`src/rtl/mips_regwrite_arbiter_pkg.sv`:
```
// +----------------------------------------------------------------------+
// | mips_pkg : shared constants and state encoding for the write arbiter |
// | Rev 1.0                                                              |
// +----------------------------------------------------------------------+
`default_nettype none

package mips_pkg;
  localparam int REG_W    = 5;
  localparam int DATA_W   = 32;
  localparam int NUM_REGS = 32;
  localparam int GID_W    = 3;

  localparam logic [REG_W-1:0] ZERO_REG = 5'd0;

  localparam logic CLEAR = 1'b0;
  localparam logic RUN   = 1'b1;
endpackage

`default_nettype wire

```
`src/rtl/mips_regwrite_arbiter_if.sv`:
```
// +----------------------------------------------------------------------+
// | mips_regwrite_arbiter_if : requester bus and register-file write port |
// | Rev 1.0                                                              |
// +----------------------------------------------------------------------+
`default_nettype none

interface mips_regwrite_arbiter_if #(
  parameter int NUM_REQ = 3,
  parameter int REG_W   = 5,
  parameter int DATA_W  = 32
);
  logic [NUM_REQ-1:0]        req_valid;
  logic [NUM_REQ*REG_W-1:0]  req_reg;
  logic [NUM_REQ*DATA_W-1:0] req_data;
  logic [NUM_REQ-1:0]        req_ready;
  logic [REG_W-1:0]          write_reg;
  logic [DATA_W-1:0]         write_data;
  logic                      sig_reg_write;
  logic [2:0]                grant_id;
  logic                      busy;

  modport master (
    output req_valid, req_reg, req_data,
    input  req_ready, write_reg, write_data, sig_reg_write, grant_id, busy
  );

  modport slave (
    input  req_valid, req_reg, req_data,
    output req_ready, write_reg, write_data, sig_reg_write, grant_id, busy
  );
endinterface

`default_nettype wire

```
`src/rtl/mips_regwrite_arbiter_rr_arbiter.sv`:
```
// +----------------------------------------------------------------------+
// | rr_arbiter : combinational round-robin pick, search from ptr+1 upward |
// | Rev 1.0                                                              |
// +----------------------------------------------------------------------+
`default_nettype none

module rr_arbiter #(
  parameter int NUM_REQ = 3,
  parameter int IDX_W   = 3
) (
  input  wire logic [NUM_REQ-1:0] req_i,
  input  wire logic [IDX_W-1:0]   ptr_i,
  output logic      [NUM_REQ-1:0] gnt_o,
  output logic      [IDX_W-1:0]   idx_o
);
  localparam int SEL_W = $clog2(NUM_REQ);

  always_comb begin
    int   cand;
    logic found;
    gnt_o = '0;
    idx_o = '0;
    found = 1'b0;
    cand  = 0;
    for (int k = 1; k <= NUM_REQ; k++) begin
      cand = (int'(ptr_i) + k) % NUM_REQ;
      if (!found && req_i[SEL_W'(cand)]) begin
        found               = 1'b1;
        gnt_o[SEL_W'(cand)] = 1'b1;
        idx_o               = IDX_W'(cand);
      end
    end
  end
endmodule

`default_nettype wire

```
`src/rtl/mips_regwrite_arbiter.sv`:
```
// +----------------------------------------------------------------------+
// | mips_regwrite_arbiter : round-robin sharing of the regfile write port |
// | Rev 1.0  Option: REGARB_CLEAR_EN (sweep regs 1..31 to zero on reset) |
// +----------------------------------------------------------------------+
`default_nettype none

module mips_regwrite_arbiter #(
  parameter int NUM_REQ = 3,
  parameter int REG_W   = 5,
  parameter int DATA_W  = 32
) (
  input wire logic clk,
  input wire logic reset,
  mips_regwrite_arbiter_if.slave bus
);
  import mips_pkg::*;

  logic [NUM_REQ-1:0] w_gnt;
  logic [GID_W-1:0]   w_idx;
  logic               w_xfer;
  logic               w_run;
  logic               w_busy;
  logic [REG_W-1:0]   w_sweep_reg;
  logic [REG_W-1:0]   w_sel_reg;
  logic [DATA_W-1:0]  w_sel_data;

  logic [GID_W-1:0]   ptr_q;
  logic [REG_W-1:0]   wreg_q;
  logic [DATA_W-1:0]  wdata_q;
  logic               we_q;
  logic [GID_W-1:0]   gid_q;

`ifdef REGARB_CLEAR_EN
  logic       state_q;
  logic       state_d;
  logic [4:0] cnt_q;

  always_ff @(posedge clk or posedge reset) begin
    if (reset) state_q <= CLEAR;
    else       state_q <= state_d;
  end

  always_comb begin
    state_d = state_q;
    if (state_q == CLEAR && cnt_q == 5'(NUM_REGS - 1)) state_d = RUN;
  end

  always_comb begin
    w_busy = (state_q == CLEAR);
    w_run  = ~w_busy;
  end

  always_ff @(posedge clk or posedge reset) begin
    if (reset)                 cnt_q <= 5'd1;
    else if (state_q == CLEAR) cnt_q <= cnt_q + 5'd1;
  end

  assign w_sweep_reg = REG_W'(cnt_q);
`else
  assign w_busy      = 1'b0;
  assign w_run       = 1'b1;
  assign w_sweep_reg = '0;
`endif

  // Requests are masked while sweeping so nothing is consumed during CLEAR.
  rr_arbiter #(
    .NUM_REQ (NUM_REQ),
    .IDX_W   (GID_W)
  ) u_rr (
    .req_i (bus.req_valid & {NUM_REQ{w_run}}),
    .ptr_i (ptr_q),
    .gnt_o (w_gnt),
    .idx_o (w_idx)
  );

  assign w_xfer = |w_gnt;

  always_comb begin
    w_sel_reg  = '0;
    w_sel_data = '0;
    for (int i = 0; i < NUM_REQ; i++) begin
      if (w_gnt[i]) begin
        w_sel_reg  = bus.req_reg[i*REG_W +: REG_W];
        w_sel_data = bus.req_data[i*DATA_W +: DATA_W];
      end
    end
  end

  always_ff @(posedge clk or posedge reset) begin
    if (reset) begin
      ptr_q   <= GID_W'(NUM_REQ - 1);
      wreg_q  <= '0;
      wdata_q <= '0;
      we_q    <= 1'b0;
      gid_q   <= '0;
    end else if (!w_run) begin
      wreg_q  <= w_sweep_reg;
      wdata_q <= '0;
      we_q    <= 1'b1;
    end else if (w_xfer) begin
      // Register 0 writes are consumed but never reach the register file.
      wreg_q  <= w_sel_reg;
      wdata_q <= w_sel_data;
      we_q    <= (w_sel_reg != REG_W'(ZERO_REG));
      gid_q   <= w_idx;
      ptr_q   <= w_idx;
    end else begin
      we_q    <= 1'b0;
    end
  end

  assign bus.req_ready     = w_gnt;
  assign bus.write_reg     = wreg_q;
  assign bus.write_data    = wdata_q;
  assign bus.sig_reg_write = we_q;
  assign bus.grant_id      = gid_q;
  assign bus.busy          = w_busy;
endmodule

`default_nettype wire

```
`src/flat_wrapper.sv`:
```
// flat-port wrapper written by rule: the top's interface ports become plain ports
module mips_regwrite_arbiter_flat import mips_pkg::*;
#(
  parameter int NUM_REQ = 3,
  parameter int REG_W   = 5,
  parameter int DATA_W  = 32
)
  (clk, reset, bus_req_valid, bus_req_reg, bus_req_data, bus_req_ready, bus_write_reg, bus_write_data, bus_sig_reg_write, bus_grant_id, bus_busy);
  mips_regwrite_arbiter_if #(.NUM_REQ(NUM_REQ), .REG_W(REG_W), .DATA_W(DATA_W)) bus_i ();
  input wire logic clk;
  input wire logic reset;
  input wire logic [$bits(bus_i.req_valid)-1:0] bus_req_valid;
  input wire logic [$bits(bus_i.req_reg)-1:0] bus_req_reg;
  input wire logic [$bits(bus_i.req_data)-1:0] bus_req_data;
  output wire logic [$bits(bus_i.req_ready)-1:0] bus_req_ready;
  output wire logic [$bits(bus_i.write_reg)-1:0] bus_write_reg;
  output wire logic [$bits(bus_i.write_data)-1:0] bus_write_data;
  output wire logic [$bits(bus_i.sig_reg_write)-1:0] bus_sig_reg_write;
  output wire logic [$bits(bus_i.grant_id)-1:0] bus_grant_id;
  output wire logic [$bits(bus_i.busy)-1:0] bus_busy;
  assign bus_i.req_valid = bus_req_valid;
  assign bus_i.req_reg = bus_req_reg;
  assign bus_i.req_data = bus_req_data;
  assign bus_req_ready = bus_i.req_ready;
  assign bus_write_reg = bus_i.write_reg;
  assign bus_write_data = bus_i.write_data;
  assign bus_sig_reg_write = bus_i.sig_reg_write;
  assign bus_grant_id = bus_i.grant_id;
  assign bus_busy = bus_i.busy;
  mips_regwrite_arbiter #(.NUM_REQ(NUM_REQ), .REG_W(REG_W), .DATA_W(DATA_W)) u_core (.clk(clk), .reset(reset), .bus(bus_i));
endmodule
```
`config.mk`:
```
export PLATFORM = sky130hd
export DESIGN_NAME = mips_regwrite_arbiter_flat
export DESIGN_NICKNAME = d
export VERILOG_FILES = /design/src/rtl/mips_regwrite_arbiter_pkg.sv /design/src/rtl/mips_regwrite_arbiter_if.sv /design/src/rtl/mips_regwrite_arbiter_rr_arbiter.sv /design/src/rtl/mips_regwrite_arbiter.sv /design/src/flat_wrapper.sv
export SDC_FILE = /design/constraint.sdc
export NUM_CORES = 1
export LEC_CHECK = 0
export ABC_AREA = 1
export CAP_MARGIN = 20
export CORE_MARGIN = 5
export CORE_UTILIZATION = 40
export DETAILED_ROUTE_END_ITERATION = 8
export PLACE_DENSITY = 0.77
export SYNTH_ARGS = -nofsm -noshare
export SYNTH_HDL_FRONTEND = slang
export SYNTH_HIERARCHICAL = 1
export SYNTH_SLANG_ARGS = --single-unit
```
`constraint.sdc`:
```
create_clock -name clk -period 7.4 [get_ports clk]
set_input_delay 0.74 -clock clk [delete_from_list [all_inputs] [get_ports clk]]
set_output_delay 0.74 -clock clk [all_outputs]
set_load 0.1 [all_outputs]
```
Yosys cells after proc, flatten, opt, wreduce, memory -nomap -nowiden
Index checks and enable logic that the tools add are counted.
- add/subtract/negate cells: 3
- multiply operators: 0
- div/mod/pow operators: 3
- order comparisons: 6
- eq/ne operators: 0
- shifts and indexed selects: 0
- mux-type cells: 30
- bitwise gates (word level): 2
- reduce and logical (&&, ||, !) cells: 9
- operators by type and width (kind ; number):
    $mod A32 B3 Y32 const B ; 3
    $mux W32 ; 3
    $mux W3 ; 6
    $mux W5 ; 3
    $lt A2 B4 Y1 const B ; 3
    $mux W1 ; 12
    $add A3 B2 Y4 const B ; 2
    $bmux W1 S2 ; 3
    $demux W1 S2 ; 3
    $ge A2 B1 Y1 const B ; 3
    $or A3 B3 Y3 ; 2
    $logic_and A1 B1 Y1 ; 5
    $reduce_bool A5 Y1 ; 1
    $add A3 B1 Y4 const B ; 1
    $reduce_or A3 Y1 ; 1
    $logic_not A1 Y1 ; 2
- flip-flop bits (word level): 44
- latch bits: 0
- RAM bits: 0
- memory bits (read-only): 0
- input bits: 116
- output and inout port bits: 45
- word-level logic and storage cells: 58
- memories: 0

Longest topological paths before layout
- depth after elaboration: 17
- mapped depth: 38
- gate-level depth less buffers: 37

Cells and area by module
Netlist, hierarchy kept.
- modules (own cells, without submodules) (module ; instances ; cells each ; area an instance (um^2) ; sequential area each (um^2)):
    mips_regwrite_arbiter ; 1 ; 313 ; 2299.7 ; 1052.3
    rr_arbiter ; 1 ; 214 ; 1280.0 ; 0.0

Least setup slack after synthesis
Ideal clock, no wire load.
- path type: register to register
- start point: register u_core.ptr_q[1]
- end point: register u_core.wdata_q[10], in the netlist u_core/bus.write_data[10]
- setup time: 0.120 ns
- arrival: 4.367 ns
- data required time: 7.280 ns
- setup slack: 2.913 ns
- stages on the path, launching flop included: 30
- period minus slack after synthesis: 4.487 ns
- path through: dfstp_2 > ha_1 > inv_2 > nand2_1 > nand2_4 > ha_1 > inv_1 > o21ai_2 > nand3_2 > nor2_1 > nand2_1 > nand2_2 > inv_1 > ha_1 > inv_1 > nand2_1 > inv_2 > nand2_4 > o21ai_1 > nand3_1 > nand2_2 > nor2_4 > nand3_1 > nand2_1 > buf_6 > buf_4 > a21oi_1 > nand2_1 > o21ai_1 > nand2_1
- RTL lines (what ; line ; RTL):
    start: declaration ; mips_regwrite_arbiter.sv:27 ; logic [GID_W-1:0] ptr_q;
    start signal: assignment ; mips_regwrite_arbiter.sv:91 ; ptr_q <= GID_W'(NUM_REQ - 1);
    start signal: assignment ; mips_regwrite_arbiter.sv:106 ; ptr_q <= w_idx;
    branches (longest 11 deep; another with $mod A32 B3 Y32) ; - ;
    $mux W3 * ; mips_regwrite_arbiter_rr_arbiter.sv:27 ; if (!found && req_i[SEL_W'(cand)]) begin
    net bus_req_ready[1] ; flat_wrapper.sv:15 ; output wire logic [$bits(bus_i.req_ready)-1:0] bus_req_ready;
    $mux W32 (2 in series) ; mips_regwrite_arbiter.sv:82 ; if (w_gnt[i]) begin
    end signal: assignment ; mips_regwrite_arbiter.sv:103 ; wdata_q <= w_sel_data;
    end: declaration ; mips_regwrite_arbiter.sv:29 ; logic [DATA_W-1:0] wdata_q;
Mark *: on every way through the listed nets, which the timed path passes. The select of a mux whose other input is x is not followed.
A chain may end at the register's enable or synchronous reset.

Final worst setup path
- start point: register u_core.ptr_q[0]
- end point: output port bus_req_ready[0]
- cells in the longest elaborated chain, start to end: 12
- ends and longest elaborated chain (what ; line):
    branches (longest 11 deep; another with $mod A32 B3 Y32) ; -
    $mux W3 * ; mips_regwrite_arbiter_rr_arbiter.sv:27
    end: declaration ; flat_wrapper.sv:15
Every way passes the cells marked *. The select of a mux whose other input is x is not followed.

==> flow_summary.json <==
{
  "hold_path.class": "reg2reg",
  "fmax_mhz": 167.0,
  "crit_start": "u_core/ptr_q[0]$_DFFE_PP0P_",
  "hold_buffers": 0,
  "postCtsSetupRepairBufs": 0,
  "dr.pass1.iters": 7,
  "wl_per_cell_microns": 14.93,
  "finalClockSkew_ps": 10.73,
  "numCtsBuffers": 5,
  "grt_pass1_wl_microns": 18930,
  "arrival_ps": 5250,
  "fin_crit_ps": 5988,
  "rr_startpoint": "u_core/ptr_q[0]$_DFFE_PP0P_",
  "synthTopCellsByCount": "212 x nand2_1, 41 x dfrtp_1, 39 x a21oi_1",
  "ys_seq_area_share_pct": 29.40,
  "synth_flop_cell": "dfrtp_1",
  "dieArea_sq_um": 10940,
  "num_vias": 3911,
  "worst-path-buf-inv": 9,
  "ios": 161,
  "start_util_pct": 41.05,
  "crit_path_frequent_cell": "nand2_1",
  "worst_pin_slew_ps": 1038,
  "syn_nets": 661,
  "finalWirelength_microns": 11640,
  "synth_seq_cells": 42,
  "status": "complete, no violations",
  "drc": 0,
  "antenna_found_initial": 0,
  "async_reset_ff_share_pct": 100.0,
  "cts_resized": 0,
  "tns_ps": 0,
  "first_iter_violations": 257,
  "crit_path_start_kind": "flip-flop",
  "grt_max_degree": 43,
  "timing.rr.end": "u_core/bus.write_data[27]$_DFFE_PP0P_",
  "ant_nets": 0,
  "cts_tree": "yes",
  "clk_pin_slew_worst_paths_ps": 80,
  "maxSlewHeadroom_pct": 30.60,
  "cap_violations": 0,
  "clockBufferDepth": 2,
  "finalNetCount": 805,
  "rows": 34,
  "seqCellArea_sq_um": 1052,
  "finalSetupViolCount": 0,
  "slowest_delay_ps": 1220,
  "synth_cell_types": 35,
  "crit_family": "buffers and inverters",
  "synth_area_per_cell_sq_um": 6.793,
  "regToRegSetupSlack_ps": 2130,
  "largest_reg_flops": 32,
  "core_area_sq_um": 8721,
  "crit_required_ps": 6660,
  "syn_inst": 527,
  "end_kind": "output pin",
  "die_w_microns": 104.6,
  "numPortBuffers": 158,
  "cts-htree-levels": 2,
  "synth_area_leader_cell": "dfrtp_1",
  "reg2regPathDepth": 33,
  "grt_pass1_vias": 3941,
  "hpwlAfterDp_microns": 9152,
  "cts_root_buf": "clkbuf_8",
  "synth.most_common_cell": "nand2_1",
  "avgViaCountPerCell": 5.014,
  "n_antenna_cell": 0,
  "syn_area_sq_um": 3580,
  "rsz0062_at_grt": "no",
  "netlist.area_leader.share_pct": 28.66,
  "slew_viol_final": 0,
  "path_max_fanout": 15,
  "yosysWarnings": 6,
  "gp_congestion": 0.8879,
  "finalHoldViolCount": 0,
  "fill_cells": 786,
  "grt.overflow.total": 0,
  "layout-drive-gt1-share_pct": 11.31,
  "die_h_microns": 104.6,
  "syn2layout_area_growth_pct": 45.89,
  "finalCritPeriodShare_pct": 80.92,
  "cp-endpoint": "bus_req_ready[0]",
  "synth.area.top_cells": "dfrtp_1 29%, nand2_1 22%, ha_1 6.3%, a21oi_1 5.5%, nand3_1 4.8%",
  "path_class": "reg2out",
  "grt_usage_pct": 20.60,
  "clock-sinks": 42,
  "multi_input_area_sq_um": 2158,
  "cp_slowest_cell": "clkdlybuf4s50_1",
  "path_depth": 30,
  "synth-edff-count": 0,
  "clock_latency_ps": 300
}
==> layout by cell type (no fill, tap or decap), drive strengths merged <==
cell / n
nand2: 245
clkdlybuf4s50: 157
inv: 42
dfrtp: 41
a21oi: 39
nand3: 39
o21ai: 39
nor2: 21
ha: 18
clkbuf: 5
or2: 5
buf: 4
clkinv: 4
nand4: 3
conb: 2
bufinv: 1
nor3: 1
o211ai: 1
dfstp: 1
nor3b: 1
nand3b: 1
a31oi: 1
xnor2: 1
==> metrics by stage <==
step | setup WS (ps) | std cells | util, % | hold WS (ps) | instance area, sq um
finish | 1412 | 780 | 59.89 | 482.1 | 5223
global route | 924.0 | 780 | 59.89 | 506.5 | 5223
CTS | 1445 | 780 | 59.89 | 486.0 | 5223
detailed placement | 1775 | 772 | 58.64 | 464.2 | 5114
global placement | 2002 | 772 | 58.64 | 461.6 | 5114
floorplan | 2913 | 527 | - | 496.4 | 3580
==> kinds of logic (layout without fill, tap and decap cells) <==
group / after synthesis / count (layout) / share of synthesized area, %
buffers and inverters: 68 / 213 / 10.31
other: 2 / 2 / 0.2098
adder cells (fa/ha/maj): 18 / 18 / 6.292
flip-flops: 42 / 42 / 29.40
AND/OR/NAND/NOR: 316 / 316 / 41.91
XOR/XNOR: 1 / 1 / 0.2447
AO/OA/AOI/OAI: 80 / 80 / 11.64
==> layer usage <==
layer,vias up,wire length [microns],track usage (%)
met4,0,179,5.479
met3,17,797,4.254
met1,1779,4676,24.64
met5,-,0,0
li1,1952,-,-
met2,163,5990,37.42
==> worst reg2reg max path, delay by kind of cell, from the launching register on <==
family        cells  cell delay (ps)
flops             1              720
fa+ha+maj         3              620
buf+inv          10             1400
simple gates     20             2460
==> worst min-delay path by stage <==
stage	startpoint	to	slack (ps)	cells past startpoint
global route	u_core/bus.write_data[20]$_DFFE_PP0P_	u_core/bus.write_data[20]$_DFFE_PP0P_	510	2
detailed placement	u_core/bus.write_data[14]$_DFFE_PP0P_	u_core/bus.write_data[14]$_DFFE_PP0P_	460	2
finish	u_core/bus.write_data[26]$_DFFE_PP0P_	u_core/bus.write_data[26]$_DFFE_PP0P_	480	2
CTS	u_core/bus.write_data[11]$_DFFE_PP0P_	u_core/bus.write_data[11]$_DFFE_PP0P_	490	2
global placement	u_core/bus.write_data[12]$_DFFE_PP0P_	u_core/bus.write_data[12]$_DFFE_PP0P_	460	2
floorplan	u_core/ptr_q[1]$_DFFE_PP1P_	u_core/ptr_q[1]$_DFFE_PP1P_	500	2
==> cell type report <==
type	instances	area share (%)
multi-input cells	417	41.33
repair buffers	161	30.67
flip-flops and latches	42	20.15
inverters	44	3.186
well taps	108	2.587
clock buffers	5	1.318
clock inverters	3	0.7667
Power is left out: the tool's default activity adds up to more than one toggle a clock period on the data nets, which glitch-free logic cannot reach.
